<file path="src/rtl/expr_pkg.sv">
// Shared types and helpers for the expression stimulus/capture engine.
// Field k is 4+(k mod 3) bits wide and is signed when (k mod 6) >= 3.
package expr_pkg;

  localparam int Y_W        = 90;
  localparam int OPND_W     = 60;
  localparam int NUM_FIELDS = 18;

  localparam logic [31:0] MISR_POLY = 32'h04C1_1DB7;
  localparam logic [63:0] LFSR_TAPS = 64'hD800_0000_0000_0000;

  typedef enum logic [2:0] {
    S_IDLE,
    S_DRIVE,
    S_SETTLE,
    S_CAPTURE,
    S_UNPACK,
    S_NEXT,
    S_DONE
  } state_t;

  // Every group of three fields spans 15 bits, packed from the MSB down.
  function automatic logic [5:0] field_ext(
    input logic [Y_W-1:0] y,
    input logic [4:0]     k
  );
    logic [4:0]     grp;
    logic [4:0]     m3;
    logic [4:0]     m6;
    logic [6:0]     base;
    logic [6:0]     lsb;
    logic [Y_W-1:0] sh;
    logic [5:0]     raw;
    logic           sgn;
    logic [5:0]     f;
    grp = k / 5'd3;
    m3  = k % 5'd3;
    m6  = k % 5'd6;
    case (m3)
      5'd0:    base = 7'd86;
      5'd1:    base = 7'd81;
      default: base = 7'd75;
    endcase
    lsb = base - ({2'b00, grp} * 7'd15);
    sh  = y >> lsb;
    raw = sh[5:0];
    sgn = (m6 >= 5'd3);
    case (m3)
      5'd0:    f = {{2{sgn & raw[3]}}, raw[3:0]};
      5'd1:    f = {sgn & raw[4], raw[4:0]};
      default: f = raw;
    endcase
    return f;
  endfunction

endpackage

</file>
<file path="src/rtl/expr_misr32.sv">
// 32-bit MISR folding one 6-bit field per enabled cycle.
// Reset and clear both return the signature to all ones.
module expr_misr32
  import expr_pkg::*;
(
  input  logic        clk,
  input  logic        reset,
  input  logic        clear,
  input  logic        en,
  input  logic [5:0]  din,
  output logic [31:0] sig
);

  always_ff @(posedge clk) begin
    if (reset || clear) begin
      sig <= '1;
    end else if (en) begin
      sig <= {sig[30:0], 1'b0}
           ^ (sig[31] ? MISR_POLY : 32'd0)
           ^ {26'd0, din};
    end
  end

endmodule

</file>
<file path="src/rtl/expr_stim_capture.sv">
// Drives LFSR operands, captures the packed result bus after a settle
// window and streams its normalised fields into a MISR signature.
module expr_stim_capture
  import expr_pkg::*;
#(
  parameter int          NUM_VECTORS   = 256,
  parameter int          SETTLE_CYCLES = 1,
  parameter logic [63:0] LFSR_SEED     = 64'hACE1_2468_1357_BDF0
) (
  input  logic              clk,
  input  logic              reset,
  input  logic              start,
  output logic [OPND_W-1:0] opnd,
  input  logic [Y_W-1:0]    y_in,
  output logic              field_valid,
  input  logic              field_ready,
  output logic [4:0]        field_idx,
  output logic [5:0]        field_data,
  output logic              busy,
  output logic              done,
  output logic [31:0]       signature,
  output logic [15:0]       vec_count
);

  localparam logic [63:0] SEED =
    (LFSR_SEED == 64'd0) ? 64'd1 : LFSR_SEED;
  localparam logic [16:0] NV = 17'(NUM_VECTORS);
  localparam int CW =
    (SETTLE_CYCLES < 2) ? 1 : $clog2(SETTLE_CYCLES + 1);
  localparam logic [CW-1:0] SC = CW'(SETTLE_CYCLES);
  localparam logic [4:0] LAST = 5'(NUM_FIELDS - 1);

  state_t         state;
  state_t         state_n;
  logic [63:0]    lfsr;
  logic [63:0]    lfsr_n;
  logic [Y_W-1:0] y_q;
  logic [CW-1:0]  cnt;
  logic [16:0]    vc_inc;
  logic           go;
  logic           accept;
  logic           last;

  assign go          = start & ((state == S_IDLE) | (state == S_DONE));
  assign field_valid = (state == S_UNPACK);
  assign field_data  = field_ext(y_q, field_idx);
  assign accept      = field_valid & field_ready;
  assign last        = (field_idx == LAST);
  assign vc_inc      = {1'b0, vec_count} + 17'd1;
  assign lfsr_n      = {1'b0, lfsr[63:1]}
                     ^ (lfsr[0] ? LFSR_TAPS : 64'd0);

  always_ff @(posedge clk) begin
    if (reset) state <= S_IDLE;
    else       state <= state_n;
  end

  always_comb begin
    state_n = state;
    unique case (state)
      S_IDLE,
      S_DONE:    if (start) state_n = S_DRIVE;
      S_DRIVE:   state_n = S_SETTLE;
      S_SETTLE:  if (cnt <= CW'(1)) state_n = S_CAPTURE;
      S_CAPTURE: state_n = S_UNPACK;
      S_UNPACK:  if (accept && last) state_n = S_NEXT;
      S_NEXT:    state_n = (vc_inc == NV) ? S_DONE : S_DRIVE;
      default:   state_n = S_IDLE;
    endcase
  end

  always_ff @(posedge clk) begin
    if (reset) begin
      opnd      <= '0;
      lfsr      <= '0;
      y_q       <= '0;
      cnt       <= '0;
      field_idx <= '0;
      vec_count <= '0;
      busy      <= 1'b0;
      done      <= 1'b0;
    end else begin
      case (state)
        S_IDLE, S_DONE: begin
          if (start) begin
            lfsr      <= SEED;
            vec_count <= '0;
            done      <= 1'b0;
            busy      <= 1'b1;
          end
        end
        S_DRIVE: begin
          opnd <= lfsr[63:4];
          lfsr <= lfsr_n;
          cnt  <= SC;
        end
        S_SETTLE: cnt <= cnt - CW'(1);
        S_CAPTURE: begin
          y_q       <= y_in;
          field_idx <= '0;
        end
        S_UNPACK: begin
          if (accept && !last) field_idx <= field_idx + 5'd1;
        end
        S_NEXT: begin
          if (vec_count != 16'hFFFF) vec_count <= vc_inc[15:0];
          if (vc_inc == NV) begin
            busy <= 1'b0;
            done <= 1'b1;
          end
        end
        default: ;
      endcase
    end
  end

  expr_misr32 u_misr (
    .clk   (clk),
    .reset (reset),
    .clear (go),
    .en    (accept),
    .din   (field_data),
    .sig   (signature)
  );

endmodule
</file>
<file path="config.mk">
export PLATFORM = sky130hd
export DESIGN_NAME = expr_stim_capture
export DESIGN_NICKNAME = d
export VERILOG_FILES = /design/src/rtl/expr_pkg.sv /design/src/rtl/expr_misr32.sv /design/src/rtl/expr_stim_capture.sv
export SDC_FILE = /design/constraint.sdc
export NUM_CORES = 1
export LEC_CHECK = 0
export CAP_MARGIN = 20
export CORE_MARGIN = 8
export CORE_UTILIZATION = 45
export DETAILED_ROUTE_END_ITERATION = 8
export PLACE_DENSITY_LB_ADDON = 0.15
export SYNTH_ARGS = -nofsm -noshare
export SYNTH_HDL_FRONTEND = slang
export SYNTH_SLANG_ARGS = --single-unit
</file>
<file path="constraint.sdc">
create_clock -name clk -period 12.7 [get_ports clk]
set_input_delay 3.81 -clock clk [delete_from_list [all_inputs] [get_ports clk]]
set_output_delay 3.81 -clock clk [all_outputs]
set_load 0.005 [all_outputs]
</file>
==> run summary <==
Dividing the synthesized area by the synthesized cell count gives 7.93 um^2. The sum of overflow across all layers after global routing came out at 0. The TritonCTS clock tree is done.

The number of gates resized after CTS is 0. The number of flops mapped to enable cells by yosys is 0. The hold violation total from the final report came to 0.

The number of global-route vias before repair came out at 14699. The primary flip-flop cell chosen by synthesis mapping is sky130_fd_sc_hd__dfxtp_1. Clock tree synthesis selected as its root buffer the cell sky130_fd_sc_hd__clkbuf_16. The share of async-settable or async-resettable flops after synthesis came out at 0%. The cell that appears most often on the critical path is sky130_fd_sc_hd__o21ai_1. From bottom edge to top edge, the die measures 203 um. The total CTS buffers is 29. The number of synthesized register bits came out at 272. The worst setup path is launched from a flip-flop. The slowest library cell on the worst path is sky130_fd_sc_hd__dfxtp_2. Of the total synthesized cell area, the portion taken by XOR and XNOR cells is 2.55%. The clock-pin slew on the worst setup and hold paths came out at 60 ps. Multiplexer cells account for 12.7% of the synthesized area. The total wire length after detailed routing is 50400 um. The share of cells above drive strength 1 came out at 9.26%. Global routing consumed, over all layers together, 23.5% of the routing resources. The residual antenna-violating net count after detailed routing is 0. The category of cells accounting for the largest share of critical-path delay is compound AO/OA/AOI/OAI gates.

The number of remaining DRC errors is 0. The number of clock sinks is 272. The total power draw is 2.15 mW.

The maximum vdd ir drop came out at 0.115 mV. The number of max-slew violations in the final report is 0. The worst hold path belongs to the class flip-flop to flip-flop. The kind of capture point of the worst setup path is a primary output.

The via density per instance is 5.85. The area overhead of the layout relative to synthesis is 22.1%. The final worst slack came out at 617 ps. The top fanout value on the critical path came out at 17. The maximum cell stage delay along the critical path came out at 510 ps. The count of H-tree levels built during CTS came out at 1. The number of ports placed on the die boundary came out at 216. The number of setup violations in the final report is 0. The worst slack at placement came out at 723 ps. After Yosys synthesis, full adders, half adders and majority gates account for 3.04% of the synthesized area. The worst path arrival time came out at 8270 ps. The area enclosed by the die boundary came out at 41200 um^2.

After detailed routing, the average wire length per cell comes to 19.4 um. The number of buffers between clock root and the deepest sink came out at 3. The hold-fix buffer count after cts came out at 0. From left edge to right edge, the die measures 203 um. The gate count after technology mapping is 1983. The global-route wire length before repair came out at 80800 um. The critical path is of the flip-flop to primary output type.

By area, the combinational part of the netlist is dominated by simple AND/OR/NAND/NOR gates. The post-synthesis sequential area ratio is 34.6%. The pin count of the biggest net entering global routing is 96. The half-perimeter wire length of the detailed placement result came out at 35800 um. For this run, the post-layout net count is 2244. The summed negative setup slack over all endpoints is 0 ps. The number of standard-cell rows in the floorplan came out at 68.

The library cell used most frequently in the layout, excluding fill and tap cells, is sky130_fd_sc_hd__nand2_1. The count of buffering cells on the critical path with inverters included is 6. The cell leakage power came out at 7.11 nW. Summing over every cut layer, the via total after detailed routing is 15181. The maximum achievable frequency is 0.0828 GHz. The max-slew headroom at the worst pin came out at 36.5%. The setup slack of the worst register-to-register path is 5170 ps. The detailed-router iteration count before antenna repair is 5. Setup repair after global routing left no endpoint under its margin. The library cells used most frequently in the layout, excluding fill and tap cells, are 483 x sky130_fd_sc_hd__nand2_1, 269 x sky130_fd_sc_hd__dfxtp_1, 264 x sky130_fd_sc_hd__a21oi_1, 214 x sky130_fd_sc_hd__clkdlybuf4s50_1, 85 x sky130_fd_sc_hd__nor2_1. The required time at the worst-slack endpoint came out at 8890 ps. The latest clock arrival within the worst-skew pair is 570 ps.

After Yosys synthesis, and, or, nand and nor cells account for 21.6% of the synthesized area. The synthesized net count came out at 2111. The number of maximum-capacitance violations is 0. In this run the post-CTS setup repair buffer count came out at 0. The number of warnings reported in the yosys synthesis log is 0. The run finished with clean final reports. After layout, the minimum clock period comes to 12080 ps. The floorplan core area is 34500 um^2. Across the routed clock network, the largest skew measured is 11.5 ps. The power density relative to cell area is 112 nW/um^2.

Of the available clock period, the critical path in the final layout requires 95.1%. The number of library cell types mapped by synthesis is 90. The count of filler cells inserted in the layout is 3242. In this run, the number of DRC markers left after iteration 0 of detailed routing was 1230. The number of antenna diodes in the final layout is 0. The global placement routability congestion is 0.998. Once the floorplan was initialized, standard cells occupied 45.6% of the core. The synthesized-area fraction occupied by ao, oa, aoi and oai cells is 20.1%. The number of buffers inserted by port buffering came out at 215.

The transition time at the pin with the least slew margin is 952 ps. The initial antenna violation count came out at 0. The cell area that synthesis handed to floorplanning was 15700 um^2.
==> cell type report <==
type	count	area [um^2]	area share (%)
Tap cell	455	569	2.97
Sequential cell	272	5450	28.4
Clock inverter	10	96.3	0.502
Inverter	35	131	0.684
Clock buffer	43	848	4.42
Multi-Input combinational cell	1515	9530	49.6
Timing Repair Buffer	263	2570	13.4
==> final timing paths <==
check | start | to | cells past startpoint
worst max-delay path | field_idx[3] | field_data[5] | 33
worst min-delay path | lfsr[1] | lfsr[0] | 2
worst max register to register | field_idx[3] | u_misr.sig[5] | 33
worst min register to register | lfsr[1] | lfsr[0] | 2
==> per-layer routing <==
metal | global-route usage, % | share of wire (%) | vias up
li1 | - | - | 7304
met1 | 30.5 | 43 | 7297
met2 | 38.6 | 46 | 503
met3 | 6.31 | 8.2 | 77
met4 | 5.67 | 2.0 | 0
met5 | 0 | 0 | -
==> flip-flops by register name (all words and copies together) (netlist names) <==
register,count
busy,1
done,1
field_idx,5
lfsr,64
opnd,60
state,3
u_misr.sig,32
vec_count,16
y_q,90
==> report_power, final <==
| part | internal, mW | switching [mW] | total (mW) |
|---|---|---|---|
| combinational | 0.151 | 0.208 | 0.359 |
| clock | 0.484 | 0.352 | 0.836 |
| sequential | 0.906 | 0.0496 | 0.956 |
==> cells in the mapped netlist (12+ instances only) <==
master	instances	share of area (%)
sky130_fd_sc_hd__a21oi_1	265	8.4
sky130_fd_sc_hd__a211oi_1	13	0.62
sky130_fd_sc_hd__o21ai_0	77	2.5
sky130_fd_sc_hd__nor3_1	33	1.1
sky130_fd_sc_hd__inv_1	33	0.79
sky130_fd_sc_hd__o211ai_1	26	1.2
sky130_fd_sc_hd__clkbuf_1	122	2.9
sky130_fd_sc_hd__xnor2_1	27	1.5
sky130_fd_sc_hd__mux2i_1	75	4.8
sky130_fd_sc_hd__buf_2	18	0.57
sky130_fd_sc_hd__a31oi_1	13	0.52
sky130_fd_sc_hd__dfxtp_1	272	35
sky130_fd_sc_hd__nand2_1	483	12
sky130_fd_sc_hd__ha_1	27	2.1
sky130_fd_sc_hd__and3_1	27	1.1
sky130_fd_sc_hd__a22oi_1	15	0.72
sky130_fd_sc_hd__mux4_2	50	7.2
sky130_fd_sc_hd__nor3b_1	12	0.57
sky130_fd_sc_hd__nor2_1	88	2.1
sky130_fd_sc_hd__xor2_1	13	0.72
sky130_fd_sc_hd__nand3_1	77	2.5
==> tightest hold or removal path, stage by stage (launching register included) <==
cell and delay (ps):
sky130_fd_sc_hd__dfxtp_1 310, sky130_fd_sc_hd__nand2_1 50, sky130_fd_sc_hd__a21oi_1 50
==> kinds of logic after synthesis <==
family                     after synthesis
xor gates and xnor gates                42
and+or+nand+nor                        784
AOI/OAI and AO/OA                      519
DFF                                    272
muxes                                  136
adders and majority gates               34
buffers and inverters                  196
==> per-stage QoR <==
| stage | hold slack [ps] | area, um^2 | util, % | std cells |
|---|---|---|---|---|
| finish | 452 | 19200 | 55.7 | 2593 |
| global route | 467 | 19200 | 55.7 | 2593 |
| CTS | 445 | 19200 | 55.6 | 2592 |
| detailed placement | 447 | 18200 | 52.8 | 2539 |
| global placement | 437 | 18200 | 52.8 | 2539 |
| floorplan | 432 | 15700 | - | 1983 |
(Power assumes the default switching activity.)
